<file path="src/rtl/ci_issue_if.sv">
// Bundles the request, response and custom-instruction slave signals of ci_issue_master.
// The master modport is the issuing block; the slave modport is the host/FP-unit side.
interface ci_issue_if #(
  parameter int DATA_W = 32
);
  logic              req_valid;
  logic              req_ready;
  logic [DATA_W-1:0] req_dataa;
  logic [DATA_W-1:0] req_datab;

  logic              rsp_valid;
  logic              rsp_ready;
  logic [DATA_W-1:0] rsp_result;
  logic              rsp_timeout;

  logic              ci_clk_en;
  logic              ci_reset;
  logic              ci_start;
  logic [DATA_W-1:0] ci_dataa;
  logic [DATA_W-1:0] ci_datab;
  logic [DATA_W-1:0] ci_result;
  logic              ci_done;

  logic              spurious;

  modport master (
    input  req_valid, req_dataa, req_datab, rsp_ready, ci_result, ci_done,
    output req_ready, rsp_valid, rsp_result, rsp_timeout,
           ci_clk_en, ci_reset, ci_start, ci_dataa, ci_datab, spurious
  );

  modport slave (
    output req_valid, req_dataa, req_datab, rsp_ready, ci_result, ci_done,
    input  req_ready, rsp_valid, rsp_result, rsp_timeout,
           ci_clk_en, ci_reset, ci_start, ci_dataa, ci_datab, spurious
  );
endinterface

</file>
<file path="src/rtl/ci_issue_master.sv">
// Issues one operand pair at a time as a multi-cycle custom instruction and returns the result,
// with a watchdog that aborts and resets a slave that never signals done.
//
// state | meaning
// IDLE  | ready for operands, slave clock frozen
// ISSUE | single-cycle start strobe to the slave, watchdog loaded
// WAIT  | slave running, watchdog counting down to abort
// HOLD  | response presented until consumer accepts it
module ci_issue_master #(
  parameter int DATA_W  = 32,
  parameter int TO_W    = 8,
  parameter int TIMEOUT = 200
) (
  input  logic         clk,
  input  logic         aclr_n,
  ci_issue_if.master   bus
);

  typedef enum logic [1:0] {
    S_IDLE  = 2'd0,
    S_ISSUE = 2'd1,
    S_WAIT  = 2'd2,
    S_HOLD  = 2'd3
  } state_t;

  // Down-counter reaching zero on the TIMEOUT-th WAIT cycle without done.
  localparam logic [TO_W-1:0] TO_LOAD = TO_W'(TIMEOUT - 1);

  state_t            r_state;
  logic              r_rsp_valid;
  logic [DATA_W-1:0] r_rsp_result;
  logic              r_rsp_timeout;
  logic              r_ci_clk_en;
  logic              r_ci_reset;
  logic              r_ci_start;
  logic [DATA_W-1:0] r_ci_dataa;
  logic [DATA_W-1:0] r_ci_datab;
  logic              r_spurious;
  logic [TO_W-1:0]   r_timer;

  logic              w_req_ready;
  logic              w_done_idle;

  assign w_req_ready = aclr_n && (r_state == S_IDLE);
  assign w_done_idle = bus.ci_done && ((r_state == S_IDLE) || (r_state == S_HOLD));

  always_ff @(posedge clk or negedge aclr_n) begin
    if (!aclr_n) begin
      r_state       <= S_IDLE;
      r_rsp_valid   <= 1'b0;
      r_rsp_result  <= '0;
      r_rsp_timeout <= 1'b0;
      r_ci_clk_en   <= 1'b0;
      r_ci_reset    <= 1'b0;
      r_ci_start    <= 1'b0;
      r_ci_dataa    <= '0;
      r_ci_datab    <= '0;
      r_spurious    <= 1'b0;
      r_timer       <= '0;
    end else begin
      r_ci_start <= 1'b0;
      r_ci_reset <= 1'b0;
      if (w_done_idle) begin
        r_spurious <= 1'b1;
      end

      case (r_state)
        S_IDLE: begin
          if (bus.req_valid) begin
            r_ci_dataa  <= bus.req_dataa;
            r_ci_datab  <= bus.req_datab;
            r_ci_start  <= 1'b1;
            r_ci_clk_en <= 1'b1;
            r_state     <= S_ISSUE;
          end
        end

        S_ISSUE: begin
          r_timer <= TO_LOAD;
          if (bus.ci_done) begin
            r_rsp_result  <= bus.ci_result;
            r_rsp_timeout <= 1'b0;
            r_rsp_valid   <= 1'b1;
            r_ci_clk_en   <= 1'b0;
            r_state       <= S_HOLD;
          end else begin
            r_state <= S_WAIT;
          end
        end

        S_WAIT: begin
          // A done arriving on the terminal cycle still counts as success.
          if (bus.ci_done) begin
            r_rsp_result  <= bus.ci_result;
            r_rsp_timeout <= 1'b0;
            r_rsp_valid   <= 1'b1;
            r_ci_clk_en   <= 1'b0;
            r_state       <= S_HOLD;
          end else if (r_timer == '0) begin
            r_ci_reset    <= 1'b1;
            r_rsp_result  <= '0;
            r_rsp_timeout <= 1'b1;
            r_rsp_valid   <= 1'b1;
            r_ci_clk_en   <= 1'b0;
            r_state       <= S_HOLD;
          end else begin
            r_timer <= r_timer - 1'b1;
          end
        end

        S_HOLD: begin
          if (bus.rsp_ready) begin
            r_rsp_valid <= 1'b0;
            r_state     <= S_IDLE;
          end
        end

        default: begin
          r_state <= S_IDLE;
        end
      endcase
    end
  end

  assign bus.req_ready   = w_req_ready;
  assign bus.rsp_valid   = r_rsp_valid;
  assign bus.rsp_result  = r_rsp_result;
  assign bus.rsp_timeout = r_rsp_timeout;
  assign bus.ci_clk_en   = r_ci_clk_en;
  assign bus.ci_reset    = r_ci_reset;
  assign bus.ci_start    = r_ci_start;
  assign bus.ci_dataa    = r_ci_dataa;
  assign bus.ci_datab    = r_ci_datab;
  assign bus.spurious    = r_spurious;

endmodule

</file>
<file path="src/flat_wrapper.sv">
// flat-port wrapper written by rule: the top's interface ports become plain ports
module ci_issue_master_flat 
#(
  parameter int DATA_W  = 32,
  parameter int TO_W    = 8,
  parameter int TIMEOUT = 200
)
  (clk, aclr_n, bus_req_valid, bus_req_dataa, bus_req_datab, bus_rsp_ready, bus_ci_result, bus_ci_done, bus_req_ready, bus_rsp_valid, bus_rsp_result, bus_rsp_timeout, bus_ci_clk_en, bus_ci_reset, bus_ci_start, bus_ci_dataa, bus_ci_datab, bus_spurious);
  ci_issue_if #(.DATA_W(DATA_W)) bus_i ();
  input  logic clk;
  input  logic aclr_n;
  input wire logic [$bits(bus_i.req_valid)-1:0] bus_req_valid;
  input wire logic [$bits(bus_i.req_dataa)-1:0] bus_req_dataa;
  input wire logic [$bits(bus_i.req_datab)-1:0] bus_req_datab;
  input wire logic [$bits(bus_i.rsp_ready)-1:0] bus_rsp_ready;
  input wire logic [$bits(bus_i.ci_result)-1:0] bus_ci_result;
  input wire logic [$bits(bus_i.ci_done)-1:0] bus_ci_done;
  output wire logic [$bits(bus_i.req_ready)-1:0] bus_req_ready;
  output wire logic [$bits(bus_i.rsp_valid)-1:0] bus_rsp_valid;
  output wire logic [$bits(bus_i.rsp_result)-1:0] bus_rsp_result;
  output wire logic [$bits(bus_i.rsp_timeout)-1:0] bus_rsp_timeout;
  output wire logic [$bits(bus_i.ci_clk_en)-1:0] bus_ci_clk_en;
  output wire logic [$bits(bus_i.ci_reset)-1:0] bus_ci_reset;
  output wire logic [$bits(bus_i.ci_start)-1:0] bus_ci_start;
  output wire logic [$bits(bus_i.ci_dataa)-1:0] bus_ci_dataa;
  output wire logic [$bits(bus_i.ci_datab)-1:0] bus_ci_datab;
  output wire logic [$bits(bus_i.spurious)-1:0] bus_spurious;
  assign bus_i.req_valid = bus_req_valid;
  assign bus_i.req_dataa = bus_req_dataa;
  assign bus_i.req_datab = bus_req_datab;
  assign bus_i.rsp_ready = bus_rsp_ready;
  assign bus_i.ci_result = bus_ci_result;
  assign bus_i.ci_done = bus_ci_done;
  assign bus_req_ready = bus_i.req_ready;
  assign bus_rsp_valid = bus_i.rsp_valid;
  assign bus_rsp_result = bus_i.rsp_result;
  assign bus_rsp_timeout = bus_i.rsp_timeout;
  assign bus_ci_clk_en = bus_i.ci_clk_en;
  assign bus_ci_reset = bus_i.ci_reset;
  assign bus_ci_start = bus_i.ci_start;
  assign bus_ci_dataa = bus_i.ci_dataa;
  assign bus_ci_datab = bus_i.ci_datab;
  assign bus_spurious = bus_i.spurious;
  ci_issue_master #(.DATA_W(DATA_W), .TO_W(TO_W), .TIMEOUT(TIMEOUT)) u_core (.clk(clk), .aclr_n(aclr_n), .bus(bus_i));
endmodule
</file>
<file path="config.mk">
export PLATFORM = sky130hd
export DESIGN_NAME = ci_issue_master_flat
export DESIGN_NICKNAME = d
export VERILOG_FILES = /design/src/rtl/ci_issue_if.sv /design/src/rtl/ci_issue_master.sv /design/src/flat_wrapper.sv
export SDC_FILE = /design/constraint.sdc
export NUM_CORES = 1
export LEC_CHECK = 0
export CAP_MARGIN = 25
export CELL_PAD_IN_SITES_DETAIL_PLACEMENT = 1
export CELL_PAD_IN_SITES_GLOBAL_PLACEMENT = 2
export CORE_UTILIZATION = 39
export CTS_BUF_LIST = sky130_fd_sc_hd__clkbuf_16
export CTS_CLUSTER_DIAMETER = 150
export DETAILED_ROUTE_END_ITERATION = 7
export DONT_BUFFER_PORTS = 1
export PLACE_DENSITY_LB_ADDON = 0.1
export SYNTH_ARGS = -nofsm -noshare
export SYNTH_HDL_FRONTEND = slang
export SYNTH_SLANG_ARGS = --single-unit
</file>
<file path="constraint.sdc">
create_clock -name clk -period 2.9 [get_ports clk]
set_clock_uncertainty 0.2 [all_clocks]
set_input_delay 0.29 -clock clk [delete_from_list [all_inputs] [get_ports clk]]
set_output_delay 0.29 -clock clk [all_outputs]
set_load 0.01 [all_outputs]
</file>
==> results of run 1 <==
## through the flow
step / cells / instance area [um2] / setup WS, ns / utilization [%] / hold slack, ns
2_1_floorplan: 300 / 4410 / 0.843 / - / -0.206
3_3_place_gp: 428 / 4540 / 0.606 / 41.5 / -0.203
3_5_place_dp: 428 / 4540 / 0.564 / 41.5 / -0.203
4_1_cts: 541 / 5780 / 0.537 / 52.9 / -0.578
5_1_grt: 541 / 5780 / 0.366 / 52.9 / -0.591
6_report: 541 / 5780 / 0.530 / 52.9 / -0.572
## state kept, by name, indices dropped and copies added, names as in the netlist
signal                  flops
u_core.r_timer              8
u_core.bus.rsp_timeout      1
u_core.bus.rsp_valid        1
u_core.r_state              2
u_core.bus.ci_clk_en        1
u_core.bus.spurious         1
u_core.bus.ci_reset         1
u_core.bus.rsp_result      32
u_core.bus.ci_dataa        32
u_core.bus.ci_start         1
u_core.bus.ci_datab        32
## final cells by class
class                   instances  area share, %
clock inverters                 7          0.801
flip-flops and latches        112           48.5
clock buffers                   9           3.90
inverters                       6          0.390
multi-input cells             167           26.0
repair buffers                100           17.4
well taps                     140           3.03
## critical path, cell delays in order (launching register included)
cell	delay, ns
dfrtp_1	0.42
inv_1	0.10
ha_1	0.34
o21bai_1	0.28
a31o_4	0.16
nand2_2	0.36
a22o_1	0.39
## logic make-up after synthesis
logic type | Yosys count | share of synthesized area [%]
AO/OA/AOI/OAI | 61 | 10.8
adder cells (fa/ha/maj) | 6 | 1.70
buffers and inverters | 21 | 2.44
flip-flops | 112 | 63.5
multiplexers | 66 | 16.8
AND/OR/NAND/NOR | 34 | 4.71
## worst paths after layout
| check | to | startpoint | slack [ns] | cells past startpoint |
|---|---|---|---|---|
| worst max-delay path | u_core.bus.rsp_result[0] | u_core.r_state[0] | 0.53 | 6 |
| worst min-delay path | u_core.bus.ci_dataa[16] | aclr_n | -0.57 | 0 |
| worst max register to register | u_core.bus.rsp_result[0] | u_core.r_state[0] | 0.53 | 6 |
| worst min register to register | u_core.r_timer[0] | u_core.r_timer[0] | 0.31 | 1 |
| max in group asynchronous | u_core.r_state[0] | aclr_n | 2.88 | 0 |
| min in group clk | u_core.bus.rsp_valid | bus_rsp_ready | 0.02 | 3 |
## power by group through the flow
stage	Sequential [mW]	Combinational, mW	Clock [mW]
after global routing	3.33	2.11	1.25
after detailed placement	3.23	1.77	0
after global placement	3.23	1.69	0
after floorplan	3.02	1.57	0
final	3.23	1.90	1.16
after CTS	3.21	1.87	1.18
## metal layers
| layer | global-route usage (%) | up-vias |
|---|---|---|
| met3 | 7.41 | 12 |
| li1 | - | 1280 |
| met1 | 22.5 | 1415 |
| met5 | 0 | - |
| met4 | 6.47 | 0 |
| met2 | 35.4 | 128 |
## cells in the mapped netlist
cell,n,area [um2]
a31o_4,1,17.5
nor4bb_1,1,10.0
or3b_2,1,8.76
or3_1,1,6.26
a22o_1,33,289
o21bai_1,1,7.51
and2_1,3,18.8
mux2i_1,2,20.0
nor4_4,1,21.3
clkbuf_1,7,26.3
nor3b_1,1,7.51
nand2b_1,2,12.5
nand2_2,1,6.26
nor2_1,8,30.0
nand2_1,5,18.8
nand3_1,1,5.00
o21a_1,1,7.51
inv_1,6,22.5
mux2_2,64,721
buf_6,3,33.8
buf_2,5,25.0
o21ai_0,3,15.0
a31oi_1,4,25.0
ha_1,6,75.1
o31ai_1,2,15.0
nor2b_1,4,25.0
nor4b_2,1,15.0
nor4_1,2,12.5
a21o_1,1,7.51
a211oi_1,2,15.0
a21oi_1,11,55.1
a2bb2oi_1,1,8.76
dfrtp_1,112,2800
nor3_1,2,10.0
a221oi_2,1,15.0
==> results list, run 1 <==
- For the pin with the worst max-slew slack, the measured transition is 0.639 ns.
- The synthesized design contains 112 register bits.
- Y dimension of the die: 108 um
* Met3 wire len: 1.06 mm
- Sequential cell area fraction in the yosys report: 63.5%
* Total of hold buffers inserted after clock tree synthesis: 97
- Relative contribution of sequential cells to total power: between 50% and 60%
- Initial antenna violation count: 0
- In the routed layout, each cell is associated on average with a via count of roughly 5.2.
* Class of the worst hold path: in2async
- In this run, the number of DRC markers left after iteration 0 of detailed routing was 117.
- Startpoint type of the worst setup path: flop
* Final hold slack: -0.572 ns
* Post-CTS clock slew at the launch and capture registers of the worst setup and hold paths: 0.08 ns
- Power density cells: 1090 mW/mm2
* Commonest non-fill, non-tap cell in the layout: dfrtp_1
* Post-CTS setup repair buffer count: 0
* Met2 wire len: a little under 6 mm
- IO buf count: 0
- Sum of net half-perimeters after detailed placement: about 6.5 mm
- Summing all multi-input logic gate instances after layout gives between 0.0015 and 0.002 mm2.
* Distinct cells, synth: 35
* Bufs on Longest Clock Path: 2
* Number of max-capacitance violations reported: 0
- In the final routing, the length of wire on met1 measures 4.43 mm.
- Internal power: 3.91 mW
* Accumulated negative setup slack: 0 ns
- Setup violations remaining at the end of the flow were counted as 0.
- The final-report max-slew violation count came to 0.
- Headroom to the max-slew limit came out at 57.3%.
- Registers take 0.00280 mm2.
- The first TritonRoute pass finished after 4 iterations.
* Via total after detailed routing: 2835
- At the end of routability-driven placement, the weighted congestion stood at 0.707.
- For the worst-skew pair, the clock arrives at the later sink with an insertion delay of 0.35 ns.
- The worst setup path is captured at a flop.
* GR Overflow Total: 0
* Biggest fanout along the worst timing path: 32
* Clock tree from TritonCTS: yes
- The number of global-route vias before repair is 3133.
- P&R area growth vs syn: 31.0%
- From left edge to right edge, the die measures 108 um.
* DRC violation count after routing: 0
- Total Wirelength: 11.6 mm
* Area of the die: 0.0117 mm2
* Max Freq: 422 MHz
* Number of warnings issued by yosys: 0
* Final worst path period need: 2.37 ns
- The checks that failed: hold timing.
* Number of standard cells after synthesis: 300
* Setup repair after global routing missed its margin: false
* Critical Path RT: 2.93 ns
- Counting every sink on the clock net gives 112.
* Initial cell density of the core: about two fifths
* Root buffer cell: clkbuf_16
- Path type of the worst setup path: reg2reg
* Combinational Power Share: 30.3%
* Final Hold Fails: between 100 and 150
- Number of gates given a new drive strength after cts: 0
- After synthesis the cells add up to 0.00441 mm2.
- 204 I/O pins were placed.
- The number of nets handed over by synthesis was 407.
- Net load switching power: between 2 and 2.5 mW
* Post-layout total power: 6.29 mW
- Post-DRT Antenna Nets: 0
- Global routing used 20.1% of the available tracks across all layers.
- IR analysis of the VDD net gives a maximum drop of 0.484 mV.
- Proportion of power drawn by the clock network: a little under a fifth
- Number of rows created at floorplan: 38
- Per-instance average area after synthesis: 14.7 um2
- In the layout the commonest cells are 112 x dfrtp_1, 97 x dlygate4sd3_1, 64 x mux2_2.
- The H-tree generated during clock tree synthesis spans 3 levels.
- Antenna diode instance count: 0
- The region available for standard cell placement spans 0.0109 mm2.
* Leakage power of the design: roughly 2.5 nW
- Routed signal wires occupy layers up through met4.
- Layout filler cell count: 1058
- Run status: finished, violations left
- Largest net degree at the start of global routing: 114
- TritonCTS created 9 clock buffers.
- Switching Fraction: 37.9%
* Global-route wire length before repair: 17.4 mm
- Cells with a size suffix above 1 make up 21.9% of the layout.
- Crit share post-route: about 80%
- Net total in the final layout: 503
- Data arrives at the worst endpoint at 2.40 ns.
* Detailed-route wire length per cell: about 21 um
(Power assumes the default switching activity.)
==> run 2, diff against run 1 <==
Clock period 2.9 ns to 2.2 ns, I/O delays scaled along.
==> run 2 against run 1 <==
The flow still finishes with violations (hold timing). Maximum frequency is 17% higher. Highest routed layer unchanged. Total power is 35% higher. Critical path type unchanged. Sequential share of layout area is 0.95 points lower.
==> results list, run 2 (same netlist as run 1, synthesis figures left out) <==
- The routed wire length came to 11.6 mm (about the same).
- Run status: finished, violations left (unchanged).
- The endpoint of the worst register-to-register path is u_core.bus.rsp_result[16] (was u_core.bus.rsp_result[0]).
* Final core utilization: 53.9% (was 52.9%)
- Total of hold buffers inserted after clock tree synthesis: 98 (was 97)
- Number of gates given a new drive strength after cts: 0 (unchanged)
- Total cell area at the placement stage: 0.00465 mm2 (was 0.00454 mm2)
- The number of global-route vias before repair was 3224 (was 3133).
- Most frequent cells in the layout: 112 x dfrtp_1, 98 x dlygate4sd3_1, 64 x mux2_2 (was 112 x dfrtp_1, 97 x dlygate4sd3_1, 64 x mux2_2).
- The setup TNS after final layout was 0 ns (unchanged).
- The DRC violation count after routing was 0 (unchanged).
* Via-to-Cell Ratio: 5.28 (was 5.24)
* Floorplan Core Area: 0.0109 mm2 (unchanged)
- The cell with the largest stage delay on the worst path is dfrtp_1 (unchanged).
* Area of the die: 0.0117 mm2 (unchanged)
- Starting DRT DRC Count: 110 (was 117)
- The number of max-cap violations was 0 (unchanged).
- Y dimension of the die: 108 um (unchanged)
* Commonest non-fill, non-tap cell in the layout: dfrtp_1 (unchanged)
* Post-DRT Antenna Nets: 0 (unchanged)
- The final worst setup slack is 0.181 ns (was 0.530 ns).
* Number of optimization iterations in the first detailed-route pass: 6 (was 4)
- TritonCTS Sinks: 112 (unchanged)
- The remaining global-route overflow is 0 (unchanged).
- Post-CTS clock slew at the launch and capture registers of the worst setup and hold paths: 0.07 ns (was 0.08 ns)
* Reg2Reg Setup Slack: 0.18 ns (was 0.53 ns)
- The largest net degree at the start of global routing came to 114 (unchanged).
* Sum of net half-perimeters after detailed placement: 6.86 mm (was 6.52 mm)
- Placement Setup Slack: 0.203 ns (was 0.564 ns)
* Remaining max-slew budget at the tightest pin: 73.2% (was 57.3%)
- Critical Path RT: 2.23 ns (was 2.93 ns)
* Max Freq: 495 MHz (was 422 MHz)
- The overall via count from detail_route was 2915 (was 2835).
* Failing checks: hold timing (unchanged)
* Biggest fanout along the worst timing path: 32 (unchanged)
- The number of buffers inserted during clock tree synthesis is 9 (unchanged).
- The I/O pin count is 204 (unchanged).
- Number of rows created at floorplan: 38 (unchanged)
- The delay of the slowest critical-path stage was 0.39 ns (was 0.42 ns).
* Power density cells: 1440 mW/mm2 (was 1090 mW/mm2)
- Finished layout cell area: 0.00590 mm2 (was 0.00578 mm2)
* Placed insts: 438 (was 428)
* Reg-to-reg startpoint: u_core.r_state[0] (unchanged)
- The clock latency on the worst-skew pair was 0.34 ns (was 0.35 ns).
- Final weighted congestion in routability-driven placement: 0.677 (was 0.707)
* Clock tree from TritonCTS: yes (unchanged)
- The hold slack came to -0.632 ns (was -0.572 ns).
- Arrival time reported for the critical path endpoint: 2.05 ns (was 2.40 ns)
* Crit path capture type: flop (unchanged)
- The post-route clock period utilization came to 91.8% (was 81.7%).
- Root buffer cell: clkbuf_16 (unchanged)
* Beginning of the critical path: u_core.r_state[0] (unchanged)
- Detailed-route wire length per cell: 21.0 um (was 21.4 um)
- The all-layer global routing usage is 20.3% (was 20.1%).
- The final layout net count came to 514 (was 503).
- The number of setup buffers added after CTS was 0 (unchanged).
* Proportion of layout cells with a drive suffix above 1: 23.5% (was 21.9%)
- The type of the worst setup path is reg2reg (unchanged).
- IO buf count: 0 (unchanged)
- Final worst path period need: 2.02 ns (was 2.37 ns)
* Final Hold Fails: 112 (unchanged)
- H-Tree Depth: 3 (unchanged)
* Measured slew at the worst slew-check pin: 0.399 ns (was 0.639 ns)
- The worst reg-to-reg path cell count came to 7 (was 6).
- Initial antenna violation count: 0 (unchanged)
- Setup repair after global routing missed its margin: false (unchanged).
* Initial cell density of the core: 40.3% (unchanged)
- The worst vdd rail ir drop came to 0.788 mV (was 0.484 mV).
* CP Capture Point: u_core.bus.rsp_result[16] (was u_core.bus.rsp_result[0])
* Finished Layout Cells: 552 (was 541)
- The synthesis-to-finish area growth is 33.6% (was 31.0%).
* Startpoint type of the worst setup path: flop (unchanged)
- The worst min-delay path class is in2async (unchanged).
* Antenna diode instance count: 0 (unchanged)
* Fin. max-slew vios: 0 (unchanged)
- The horizontal extent of the die was 108 um (unchanged).
- The number of failing setup endpoints in the final timing report came to 0 (unchanged).
* Bufs on Longest Clock Path: 2 (unchanged)
- Cell-by-cell listing of the critical path: inv_1, ha_1, o21bai_1, a31o_4, nand2_2, buf_12, a22o_1 (was inv_1, ha_1, o21bai_1, a31o_4, nand2_2, a22o_1)
* Global-route wire length before repair: 17.8 mm (was 17.4 mm)
* Post-layout total power: 8.51 mW (was 6.29 mW)
- The static leakage came to 2.54 nW (was 2.47 nW).
==> run 2: changes by cell type in the layout (fill, tap and decap cells not counted) <==
cell           previous run  this run
inv_8                     1         0
clkinv_4                  2         1
buf_4                     2         9
inv_6                     0         1
buf_12                    1         4
dlygate4sd3_1            97        98
inv_1                     6         7
==> run 2: worst max-delay path, delay by kind of cell, from the launching register on <==
family / cells / cell delay, ns
adders and majority gates: 1 / 0.27
and+or+nand+nor: 1 / 0.07
AOI/OAI and AO/OA: 3 / 0.71
buffers and inverters: 2 / 0.25
DFF: 1 / 0.39
==> run 2: power by group <==
part           internal, mW  switching [mW]  total [mW]
Combinational          1.55            1.22        2.77
Clock                 0.760           0.735        1.49
Sequential             3.05            1.20        4.25
==> run 2: area by class of cell <==
cell class,count,area [um2]
repair buffers,111,1130
fillers,1065,5040
clock buffers,9,225
clock inverters,7,38.8
well taps,140,175
inverters,6,22.5
multi-input cells,167,1500
flip-flops and latches,112,2800
==> run 2: how the worst min path moves through the flow <==
stage	slack, ns	end	cells past startpoint
floorplan	-0.28	u_core.bus.ci_clk_en	0
finish	-0.63	u_core.bus.ci_dataa[12]	0
global route	-0.66	u_core.bus.ci_dataa[0]	0
CTS	-0.65	u_core.bus.ci_dataa[23]	0
global placement	-0.27	u_core.bus.ci_dataa[12]	0
detailed placement	-0.27	u_core.bus.ci_dataa[12]	0
==> run 2: per-layer routing <==
| metal | part of all wire (%) | wire length, um | track usage, % | vias to the layer above |
|---|---|---|---|---|
| li1 | - | - | - | 1306 |
| met4 | 1.6 | 190 | 7.24 | 0 |
| met2 | 50 | 5810 | 34.4 | 139 |
| met5 | 0 | 0 | 0 | - |
| met1 | 39 | 4480 | 23.6 | 1453 |
| met3 | 9.5 | 1100 | 7.47 | 17 |
